### src/rtl/sipo_deser_pkg.sv
// Shared constants and helpers for the serial-in/parallel-out deserializer.
// Build option: define SIPO_PARITY_EN to append one even-parity bit to every word.
// Width macros below give a typedef-like shorthand for word and counter vectors.
`ifndef SIPO_DESER_PKG_MACROS
`define SIPO_DESER_PKG_MACROS
`define SIPO_WORD_T(w) logic [(w)-1:0]
`define SIPO_CNT_T(w)  logic [$clog2((w)+1)-1:0]
`endif

package sipo_pkg;
  // Bit-order encodings for the MSB_FIRST parameter
  localparam int MSB_FIRST_C = 1;
  localparam int LSB_FIRST_C = 0;

  // Default configuration and its counter width
  localparam int DEF_WIDTH = 8;
  localparam int CNT_W     = $clog2(DEF_WIDTH + 1);

  // Counter width for an arbitrary word width (holds 0..w)
  function automatic int cnt_w(input int w);
    return $clog2(w + 1);
  endfunction
endpackage

### src/rtl/sipo_deser_if.sv
// Bundles bit-capture inputs and the parallel valid/ready output of the deserializer.
// master: the deserializer side (drives P/P_valid); slave: the feeder/consumer side.
// parity_err is present only when SIPO_PARITY_EN is defined.
interface sipo_deser_if
  import sipo_pkg::*;
#(
  parameter int WIDTH = 8
);
  logic                    E;
  logic                    D;
  logic                    clr;
  logic                    P_ready;
  logic [WIDTH-1:0]        P;
  logic                    P_valid;
  logic                    overrun;
  logic [cnt_w(WIDTH)-1:0] bit_cnt;
`ifdef SIPO_PARITY_EN
  logic                    parity_err;
`endif

  modport master (
    input  E, D, clr, P_ready,
`ifdef SIPO_PARITY_EN
    output parity_err,
`endif
    output P, P_valid, overrun, bit_cnt
  );

  modport slave (
    output E, D, clr, P_ready,
`ifdef SIPO_PARITY_EN
    input  parity_err,
`endif
    input  P, P_valid, overrun, bit_cnt
  );
endinterface

### src/rtl/sipo_deser_out_buf.sv
// One-entry valid/ready holding register for completed words, with sticky overrun.
// Latency: a word offered at an edge is visible right after that edge.
// Backpressure: a word offered while full and not being drained is dropped and flags overrun.
module sipo_out_buf
  import sipo_pkg::*;
#(
  parameter int WIDTH = 8
) (
  input  logic             clk,
  input  logic             rst,
  input  logic             clr,
  input  logic             in_vld,
  input  logic [WIDTH-1:0] in_dat,
`ifdef SIPO_PARITY_EN
  input  logic             in_perr,
  output logic             out_perr,
`endif
  input  logic             out_rdy,
  output logic [WIDTH-1:0] out_dat,
  output logic             out_vld,
  output logic             overrun
);
  logic load;

  // Load when empty or when the current word drains on this same edge
  always_comb begin
    load = in_vld && (!out_vld || out_rdy);
  end

  // Holding register: load new word, otherwise drop valid on a completed transfer
  always_ff @(posedge clk or posedge rst) begin
    if (rst) begin
      out_dat <= '0;
      out_vld <= 1'b0;
`ifdef SIPO_PARITY_EN
      out_perr <= 1'b0;
`endif
    end else if (load) begin
      out_dat <= in_dat;
      out_vld <= 1'b1;
`ifdef SIPO_PARITY_EN
      out_perr <= in_perr;
`endif
    end else if (out_vld && out_rdy) begin
      out_vld <= 1'b0;
    end
  end

  // Sticky overrun: a word arrived with nowhere to go; cleared only by clr or reset
  always_ff @(posedge clk or posedge rst) begin
    if (rst) begin
      overrun <= 1'b0;
    end else if (clr) begin
      overrun <= 1'b0;
    end else if (in_vld && out_vld && !out_rdy) begin
      overrun <= 1'b1;
    end
  end
endmodule

### src/rtl/sipo_deser.sv
// Serial-in/parallel-out deserializer: one bit per E cycle, WIDTH-bit words out on valid/ready.
// Latency: word valid right after the edge that samples its last bit (parity bit if SIPO_PARITY_EN).
// Backpressure: one-word holding buffer; words completing while it is stalled are dropped (overrun).
module sipo_deser
  import sipo_pkg::*;
#(
  parameter int WIDTH     = 8,
  parameter int MSB_FIRST = MSB_FIRST_C
) (
  input  logic          clk,
  input  logic          rst,
  sipo_deser_if.master  bus
);
  localparam int CNT_W = cnt_w(WIDTH);
`ifdef SIPO_PARITY_EN
  localparam int LAST_I = WIDTH;      // parity bit occupies the extra count
`else
  localparam int LAST_I = WIDTH - 1;
`endif
  localparam logic [CNT_W-1:0] LAST = CNT_W'(LAST_I);

  `SIPO_WORD_T(WIDTH) sr;
  `SIPO_WORD_T(WIDTH) shifted;
  `SIPO_WORD_T(WIDTH) word;
  `SIPO_CNT_T(WIDTH)  cnt;
  logic               done;
`ifdef SIPO_PARITY_EN
  logic               perr;
`endif

  // Next shift value, completion strobe and the word handed to the output buffer
  always_comb begin
    shifted = (MSB_FIRST == MSB_FIRST_C) ? {sr[WIDTH-2:0], bus.D} : {bus.D, sr[WIDTH-1:1]};
    done    = bus.E && !bus.clr && (cnt == LAST);
`ifdef SIPO_PARITY_EN
    // At the parity edge the data bits are already all in sr; D is the parity bit
    word = sr;
    perr = ^{sr, bus.D};
`else
    word = shifted;
`endif
  end

  // Shift register and bit counter; clr wins over a simultaneous capture
  always_ff @(posedge clk or posedge rst) begin
    if (rst) begin
      sr  <= '0;
      cnt <= '0;
    end else if (bus.clr) begin
      sr  <= '0;
      cnt <= '0;
    end else if (bus.E) begin
`ifdef SIPO_PARITY_EN
      if (cnt != LAST) begin
        sr <= shifted;
      end
`else
      sr <= shifted;
`endif
      cnt <= (cnt == LAST) ? '0 : cnt + CNT_W'(1);
    end
  end

  assign bus.bit_cnt = cnt;

  sipo_out_buf #(
    .WIDTH (WIDTH)
  ) u_out_buf (
    .clk     (clk),
    .rst     (rst),
    .clr     (bus.clr),
    .in_vld  (done),
    .in_dat  (word),
`ifdef SIPO_PARITY_EN
    .in_perr (perr),
    .out_perr(bus.parity_err),
`endif
    .out_rdy (bus.P_ready),
    .out_dat (bus.P),
    .out_vld (bus.P_valid),
    .overrun (bus.overrun)
  );
endmodule
### src/flat_wrapper.sv
// flat-port wrapper written by rule: the top's interface ports become plain ports
module sipo_deser_flat import sipo_pkg::*;
#(
  parameter int WIDTH     = 8,
  parameter int MSB_FIRST = MSB_FIRST_C
)
  (clk, rst, bus_E, bus_D, bus_clr, bus_P_ready, bus_P, bus_P_valid, bus_overrun, bus_bit_cnt);
  sipo_deser_if #(.WIDTH(WIDTH)) bus_i ();
  input  logic clk;
  input  logic rst;
  input wire logic [$bits(bus_i.E)-1:0] bus_E;
  input wire logic [$bits(bus_i.D)-1:0] bus_D;
  input wire logic [$bits(bus_i.clr)-1:0] bus_clr;
  input wire logic [$bits(bus_i.P_ready)-1:0] bus_P_ready;
  output wire logic [$bits(bus_i.P)-1:0] bus_P;
  output wire logic [$bits(bus_i.P_valid)-1:0] bus_P_valid;
  output wire logic [$bits(bus_i.overrun)-1:0] bus_overrun;
  output wire logic [$bits(bus_i.bit_cnt)-1:0] bus_bit_cnt;
  assign bus_i.E = bus_E;
  assign bus_i.D = bus_D;
  assign bus_i.clr = bus_clr;
  assign bus_i.P_ready = bus_P_ready;
  assign bus_P = bus_i.P;
  assign bus_P_valid = bus_i.P_valid;
  assign bus_overrun = bus_i.overrun;
  assign bus_bit_cnt = bus_i.bit_cnt;
  sipo_deser #(.WIDTH(WIDTH), .MSB_FIRST(MSB_FIRST)) u_core (.clk(clk), .rst(rst), .bus(bus_i));
endmodule
### config.mk
export PLATFORM = sky130hd
export DESIGN_NAME = sipo_deser_flat
export DESIGN_NICKNAME = d
export VERILOG_FILES = /design/src/rtl/sipo_deser_pkg.sv /design/src/rtl/sipo_deser_if.sv /design/src/rtl/sipo_deser_out_buf.sv /design/src/rtl/sipo_deser.sv /design/src/flat_wrapper.sv
export SDC_FILE = /design/constraint.sdc
export NUM_CORES = 1
export LEC_CHECK = 0
export ABC_CLOCK_PERIOD_IN_PS = 2300
export BUFFER_PORTS_ARGS = -buffer_cell sky130_fd_sc_hd__buf_2
export CAP_MARGIN = 20
export CORE_MARGIN = 2
export CORE_UTILIZATION = 54
export DETAILED_ROUTE_END_ITERATION = 8
export PLACE_DENSITY_LB_ADDON = 0.3
export SLEW_MARGIN = 20
export SYNTH_ARGS = -nofsm -noshare
export SYNTH_HDL_FRONTEND = slang
export SYNTH_SLANG_ARGS = --single-unit
### constraint.sdc
create_clock -name clk -period 2.3 [get_ports clk]
set_clock_uncertainty 0.05 [all_clocks]
set_input_delay 0 -clock clk [delete_from_list [all_inputs] [get_ports clk]]
set_output_delay 0 -clock clk [all_outputs]
set_load 0.01 [all_outputs]
== Word-level counts from Yosys, hierarchy flattened ==
Cells that the tools add are included.

* Equality and inequality tests: 1
* Reductions and logical operators: 13
* Multiplexer cells: 9
* $add $sub $neg: 1

{| class="wikitable"
|+ Operators with widths
! kind !! number
|-
| two-way mux 7 bit || 2
|-
| two-way mux 4 bit || 3
|-
| logical AND 1 bit || 6
|-
| nonzero test 2 bit || 3
|-
| adder 4 x 1 -> 4 bit, second input constant || 1
|-
| equality test 4 x 3 -> 1 bit, second input constant || 1
|-
| two-way mux 1 bit || 4
|-
| zero test 1 bit || 3
|-
| logical OR 1 bit || 1
|}

* Output and inout bits: 14
* Logic and storage cells: 29
* Bits in registers: 21
* Input port bits: 6

== Longest topological paths before layout ==
Gate-level depths: netlist (run 1).

* Word-level depth: 7
* Depth in mapped cells: 4
* Gate-level depth less buffers: 4

== Cells and area by module ==
From an unflattened synthesis (run 1), not the netlist that was laid out.

* Cell total of the unflattened synthesis: 68
* Area total of the unflattened synthesis: 929.6 sq um

{| class="wikitable"
|+ By module, submodules not included
! module !! sequential area each (sq um) !! area an instance (sq um) !! cells an instance !! instances
|-
| sipo_deser || 275.3 || 509.2 || 43 || 1
|-
| sipo_out_buf || 250.2 || 420.4 || 25 || 1
|}

== Least setup slack after synthesis (run 1) ==
OpenSTA, ideal clock, no wires.

* Path kind: flip-flop to flip-flop
* From: register u_core.u_out_buf.out_vld
* To: register u_core.u_out_buf.out_dat[0]
* Required time: 2.125 ns
* Slack: 0.933 ns
* Data arrival time: 1.192 ns
* Buffers on the path: 0
* Library setup time: 0.125 ns
* Period minus slack after synthesis: 1.367 ns
* Stages on the path, launching flop included: 4
* Path through: dfrtp_1 > or2b_2 > nand4_4 > mux2_2

* Word-level cells in the longest chain between the ends: 3

{| class="wikitable"
|+ Ends and longest elaborated chain
! element !! line !! RTL
|-
| start: declaration || sipo_deser_out_buf.sv:20 || <nowiki>output logic out_vld,</nowiki>
|-
| start signal: assignment || sipo_deser_out_buf.sv:34 || <nowiki>out_vld <= 1'b0;</nowiki>
|-
| start signal: assignment || sipo_deser_out_buf.sv:40 || <nowiki>out_vld <= 1'b1;</nowiki>
|-
| start signal: assignment || sipo_deser_out_buf.sv:45 || <nowiki>out_vld <= 1'b0;</nowiki>
|-
| zero test 1 bit || sipo_deser_out_buf.sv:27 || <nowiki>load = in_vld && (!out_vld || out_rdy);</nowiki>
|-
| logical OR 1 bit || sipo_deser_out_buf.sv:27 ||
|-
| logical AND 1 bit || sipo_deser_out_buf.sv:27 ||
|-
| end signal: assignment || sipo_deser_out_buf.sv:39 || <nowiki>out_dat <= in_dat;</nowiki>
|-
| end: declaration || sipo_deser_out_buf.sv:19 || <nowiki>output logic [WIDTH-1:0] out_dat,</nowiki>
|}

Every way passes these cells.
A chain may end at the register's enable or synchronous reset.

== Worst setup path after layout (run 1) ==
* From: input bus_clr
* To: register u_core.u_out_buf.out_dat[3]

* Word-level cells in the longest chain between the ends: 4

{| class="wikitable"
|+ Ends and longest elaborated chain
! element !! line !! RTL
|-
| start: declaration || flat_wrapper.sv:13 || <nowiki>input wire logic [$bits(bus_i.clr)-1:0] bus_clr;</nowiki>
|-
| zero test 1 bit || sipo_deser.sv:34 || <nowiki>done = bus.E && !bus.clr && (cnt == LAST);</nowiki>
|-
| logical AND 1 bit (2 in a row) || sipo_deser.sv:34 ||
|-
| logical AND 1 bit || sipo_deser_out_buf.sv:27 ||
|}

Every way passes these cells.

==> results of run 1 <==
synth_stat cells (all sizes together):
cell / n / share of area, %
clkbuf: 2 / 1.3
nor3b: 1 / 1.4
ha: 1 / 1.4
dfrtp: 21 / 59
mux2i: 8 / 9.1
nand2b: 1 / 0.71
a21oi: 2 / 1.1
or3: 1 / 0.71
o22ai: 1 / 0.71
nand3: 1 / 0.57
nor2: 9 / 3.8
xor2: 1 / 0.99
or2b: 1 / 0.99
nand3b: 2 / 1.7
buf: 1 / 0.57
nand4: 2 / 3.1
nand2: 3 / 1.3
inv: 2 / 0.85
mux2: 8 / 10
area by class of cell:
cell class | instances | area (sq um)
timing repair buffer | 23 | 135.1
inverter | 2 | 7.507
fill | 119 | 475.5
clock buffer | 4 | 26.28
tap | 16 | 20.02
sequential | 21 | 525.5
multi-input combinational | 42 | 334.1
timing repair:
item,CTS,global route
hold buffers,4,0
resized for setup,0,0
endpoints found under the hold margin,34,0
sequential cells by signal, indices dropped and copies added, names as in the netlist:
register,cells
u_core.u_out_buf.out_vld,1
u_core.bus.bit_cnt,4
u_core.u_out_buf.out_dat,8
u_core.u_out_buf.overrun,1
u_core.sr,7
worst reg2reg max path: cells and delay by family, from the launching register on:
family        cells  cell delay, ns
simple gates      2            0.51
flops             1            0.43
mux               1            0.33
where the power goes:
part           internal [uW]  switching, uW  leakage [uW]
combinational           17.6           24.5      0.000266
clock                   67.5            106     0.0000150
sequential               374           4.54      0.000291
total                    459            135      0.000572
metal layers:
layer | up-vias | part of all wire, %
met5 | - | 0
met4 | 0 | 1.3
met3 | 2 | 3.9
met2 | 16 | 50
met1 | 273 | 45
li1 | 283 | -
path summary, 6_finish.rpt:
check	to	slack [ns]	depth (start not counted)
min in group asynchronous	u_core.bus.bit_cnt[2]	0.32	3
worst min register to register	u_core.u_out_buf.out_dat[5]	0.46	1
max in group asynchronous	u_core.sr[0]	1.40	3
worst min-delay path	u_core.bus.bit_cnt[0]	0.1	3
worst max-delay path	u_core.u_out_buf.out_dat[3]	0.84	5
worst max register to register	u_core.u_out_buf.out_dat[3]	0.87	3
per-stage QoR:
| step | setup WS, ns | total power, uW | cells |
|---|---|---|---|
| final | 0.8409 | 594.5 | 108 |
| after global routing | 0.7725 | 616.8 | 108 |
| after CTS | 0.8500 | 600.7 | 108 |
| after detailed placement | 0.8780 | 423.3 | 100 |
| after global placement | 0.9329 | 422.0 | 100 |
| after floorplan | 0.9329 | 411.3 | 68 |
kinds of logic after synthesis:
family	Yosys count	share of synthesized area (%)
XOR/XNOR	1	0.9917
AND/OR/NAND/NOR	21	14.31
adder cells (fa/ha/maj)	1	1.416
flip-flops	21	59.49
AO/OA/AOI/OAI	3	1.842
multiplexers	16	19.26
buffers and inverters	5	2.691
==> results.md, run 1 <==
- Final instance area: 1049 sq um
- Max Fclk: 685.4 MHz
- Htree depth: 1
- Gr ovfl total: 0
- Final period utilization: 63.44%
- # diodes: 0
- Crit path from: bus_clr
- Setup TNS after final layout: 0 ns
- Worst Tran Pin Value: 0.7625 ns
- Synth warn: 0
- Fraction of layout cells with a size suffix above 1: 35.87%
- Minimum clock period after layout: 1.459 ns
- Max_cap viols: 0
- Worst EP arrival: 1.60 ns
- CTS tree: yes
- CP bufs+invs: 2
- Mapped Avg Cell Area: 12.99 sq um
- TritonCTS Buffers: 3
- Top Ports: 20
- Clk Latency, worst-skew pair: 0.30 ns
- Peak VDD IR: 0.4309 mV
- Via count of the first global-routing pass: 566
- Largest fanout on the critical path: 13
- Clock sinks: 21
- Synth Register Bits: 21
- Total number of vias: 574
- Antenna violations before repair: 0
- DP HPWL: 990.9 um
- Critical Path RT: 2.44 ns
- M3 GR Usage: 2.857%
- Family with the most delay on the worst path: buffers and inverters
- Critical path class: in2reg
- Hold WC Path Type: in2reg
- WHS: 0.09501 ns
- P_leak: 0.0005718 uW
- Crit. End Element: flip-flop
- Core ar.: 1524 sq um
- Hold Fails Final Rpt: 0
- Root Driver: clkbuf_4
- Placed Area: 982.2 sq um
- Syn Nets: 75
- Worst r2r src: u_core.bus.bit_cnt[2]
- DIE HEIGHT: 44.45 um
- M2 GR Usage: 26.18%
- Critical-path cell list: dlygate4sd3_1 -> buf_2 -> nor3b_2 -> nand4_4 -> mux2_2
- First-pass GRT wire length: 2.470 mm
- Status: finished clean
- Residual DRC: 0
- Starting Density: 57.96%
- WL per Instance: 13.88 um
- Commonest non-fill, non-tap cell in the layout: dfrtp_1
- Die area: 1975 sq um
- Routing usage on met1: 23.78%
- RSZ-0062 raised after global routing: false
- Final GP Congestion: 0.7621
- # port buffers: 19
- Final core utilization: 68.80%
- Post-CTS setup buffer count: 0
- Drt initial violations: 6
- Reg clk slew, reported paths: 0.11 ns
- Via density: 5.315
- PwrDens: 567.0 nW/um^2
- Worst Min Path Start: bus_E
- Seq/Total Area, Yosys: 59.49%
- Pin count of the biggest net entering global routing: 22
- Setup violations, final: 0
- CTS max path bufs: 2
- Count of different cell masters after synthesis: 21
- Slowest-stage cell, CP: dlygate4sd3_1
- Drt total wl: 1.499 mm
- Num rows: 14
- Die span in x: 44.45 um
- GRT Util Overall: 17.75%
- NumNets Final: 100
- Most frequent cells in the layout: dfrtp_1, buf_2, nor2_1
- Crit path launch type: input pin
- Synth-to-layout area growth: 18.70%
- CP peak stage delay: 0.53 ns
- Fin. max-slew vios: 0
- DRT antenna net count: 0
- Max_slew headroom: 49.11%
- Synthesized cell area: 883.3 sq um
- Top Usage Layer GRT: met2
- DR pass1 iterations: 4
- Gate Count Post-Synth: 68
No activity file was read; power rests on OpenSTA's default activity.
==> inputs of run 2 (changes only) <==
- ABC_AREA: not set -> 1
- ABC_CLOCK_PERIOD_IN_PS: 2300 -> 1400
- CORE_UTILIZATION: 54 -> 51
- clock period: 2.3 -> 1.4 ns (I/O delays scaled with it)
==> run 2 against run 1 <==
Net effect:
- power grew 65%
- largest cell class unchanged
- synthesized cell count increased by 43%
- largest power group unchanged
- final cell count is 38% higher
- clock power grew 61%
- combinational power increased by 96%
- critical path type is now reg2reg
- hold slack got worse by 0.082 ns
- count of clock-buffer cells in the layout is 1 lower
- area after synthesis grew 5.5%
- sequential power increased by 64%
- global-route usage down 0.61 points
- final area rose by 6.7%
- die area up 11%
==> results.md, run 2 <==
- Status: finished clean
- Most flop-heavy register: u_core.u_out_buf.out_dat
- Reg-to-reg setup timing slack: 0.1 ns
- Root Driver: clkbuf_4
- First-pass GRT wire length: 2.615 mm
- Post-synth EDFFs: 0
- CP peak stage delay: 0.38 ns
- Final GP Congestion: 0.7598
- Fin. max-slew vios: 0
- Synthesized cell area: 932.1 sq um
- Post-CTS setup buffer count: 0
- Drt total wl: 1.592 mm
- Num rows: 15
- Reg2Reg Capture Point: u_core.u_out_buf.out_dat[7]
- # diodes: 0
- Setup WS post-layout: 0.09578 ns
- M3 GR Usage: 4.615%
- CTS max path bufs: 2
- Core ar.: 1727 sq um
- DIE HEIGHT: 46.75 um
- Hold Fails Final Rpt: 0
- Max reg flops: 8
- RSZ-0062 raised after global routing: false
- Synth-to-layout area growth: 20.00%
- Via count of the first global-routing pass: 613
- P_leak: 0.0006366 uW
- Seq/Total Area, Yosys: 56.38%
- WHS: 0.01259 ns
- Setup TNS after final layout: 0 ns
- Top area cells in the synthesized netlist: dfrtp_1, nand2_1, nand4_1, inv_1, o22ai_1
- Critical-path cell list: ha_1 -> nand2_2 -> nor2_4 -> buf_4 -> nand4_1 -> nand2_1
- WL per Instance: 10.68 um
- Final period utilization: 93.16%
- PwrDens: 878.8 nW/um^2
- Max Fclk: 766.7 MHz
- Dpl cells: 142
- Synth top cells by count: nand2_1, dfrtp_1, inv_1, nand4_1, o22ai_1
- Crit path from: u_core.bus.bit_cnt[1]
- Final core utilization: 64.78%
- Ys async rst share: 100.0%
- TritonCTS Buffers: 3
- Starting Density: 53.99%
- Peak VDD IR: 0.6484 mV
- Most frequent cells in the layout: nand2_1, dfrtp_1, buf_2
- Critical Path RT: 1.59 ns
- Dominant cell by count in the synthesized netlist: nand2_1
- GRT Util Overall: 17.14%
- Drt initial violations: 13
- Top Ports: 20
- Htree depth: 1
- Resized cells post-CTS: 0
- Slowest-stage cell, CP: dfrtp_1
- Gate Count Post-Synth: 97
- # port buffers: 19
- Reg clk slew, reported paths: 0.11 ns
- Clock sinks: 21
- Mapped Avg Cell Area: 9.610 sq um
- Setup violations, final: 0
- Die span in x: 46.75 um
- Residual DRC: 0
- Minimum clock period after layout: 1.304 ns
- Worst Tran Pin Value: 0.4039 ns
- CP bufs+invs: 1
- Family with the most delay on the worst path: simple AND/OR/NAND/NOR gates
- Critical path class: reg2reg
- Count of different cell masters after synthesis: 20
- Die area: 2186 sq um
- Reg2Reg Depth: 6
- Synth Flop Type: dfrtp_1
- Synth top area share: 56.38%
- Hold WC Path Type: in2reg
- Fin cells: 149
- Pin count of the biggest net entering global routing: 22
- Max_cap viols: 0
- Gr ovfl total: 0
- Post-CTS Hold Fix Bufs: 3
- DR pass1 iterations: 4
- Fraction of layout cells with a size suffix above 1: 28.23%
- Via density: 4.966
- DP HPWL: 1.197 mm
- Crit. End Element: flip-flop
- Worst slack, placed: 0.1318 ns
- Clk Latency, worst-skew pair: 0.29 ns
- Commonest non-fill, non-tap cell in the layout: nand2_1
- Routing usage on met1: 23.33%
- Top Usage Layer GRT: met2
- CP Depth: 6
- CTS tree: yes
- NumNets Final: 132
- Crit path launch type: flip-flop
- CP Capture Point: u_core.u_out_buf.out_dat[7]
- Largest fanout on the critical path: 8
- Biggest area consumer among synthesized cells: dfrtp_1
- M2 GR Usage: 26.39%
- DRT antenna net count: 0
- Synth warn: 0
- Worst EP arrival: 1.49 ns
- Antenna violations before repair: 0
- Synth Register Bits: 21
- Total number of vias: 740
- Syn Nets: 104
- Max_slew headroom: 73.01%
- Worst r2r src: u_core.bus.bit_cnt[1]
## run 2: changes by cell type after synthesis, moves of 8 or more
cell / previous run / this run
nand4_1: 1 / 9
nand2_1: 3 / 29
mux2_2: 8 / 0
nor2_1: 9 / 0
inv_1: 2 / 13
mux2i_1: 8 / 0
## run 2: worst min path at each step
stage	slack, ns	cells past startpoint	to	from
2_1_floorplan	-0.07	1	u_core.bus.bit_cnt[0]	rst
3_3_place_gp	-0.01	3	u_core.u_out_buf.out_vld	rst
5_1_grt	0.008	3	u_core.bus.bit_cnt[2]	bus_E
4_1_cts	0.0004	3	u_core.sr[6]	bus_E
3_5_place_dp	-0.01	3	u_core.u_out_buf.out_dat[7]	rst
6_report	0.01	3	u_core.sr[6]	bus_E
## run 2: routing by layer
| layer | share of wire, % | up-vias |
|---|---|---|
| li1 | - | 373 |
| met5 | 0 | - |
| met4 | 0 | 0 |
| met3 | 4.6 | 0 |
| met1 | 47 | 349 |
| met2 | 48 | 18 |
## run 2: tightest hold or removal path, delay by kind of cell
| family | cells | cell delay (ns) |
|---|---|---|
| AOI/OAI and AO/OA | 1 | 0.07 |
| and+or+nand+nor | 1 | 0.12 |
| buffers and inverters | 1 | 0.13 |
## run 2: stage by stage
step | area (sq um) | power, uW
after global placement | 1061 | 707.8
final | 1119 | 983.0
after detailed placement | 1061 | 709.2
after CTS | 1119 | 994.3
after global routing | 1119 | 1033
after floorplan | 932.1 | 678.8
## run 2: final cells by class
cell class,count,area (sq um)
clock buffers,3,22.52
clock inverters,1,5.005
fillers,164,608.1
inverters,14,55.05
multi-input cells,59,324.1
flip-flops and latches,21,525.5
well taps,25,31.28
repair buffers,26,155.1
## run 2: kinds of logic after synthesis
family                   Yosys count  synth area share [%]
AND/OR/NAND/NOR                   48                 26.98
flip-flops                        21                 56.38
adder cells (fa/ha/maj)            1                 1.342
AO/OA/AOI/OAI                     10                 6.442
buffers and inverters             17                 8.859
## run 2: power by group
part	total (uW)	leakage [uW]	switching (uW)	internal [uW]
Combinational	82.5	0.000328	50.7	31.8
Sequential	620	0.000291	5.83	615
Clock	280	0.0000177	174	106
Total	983	0.000637	230	753
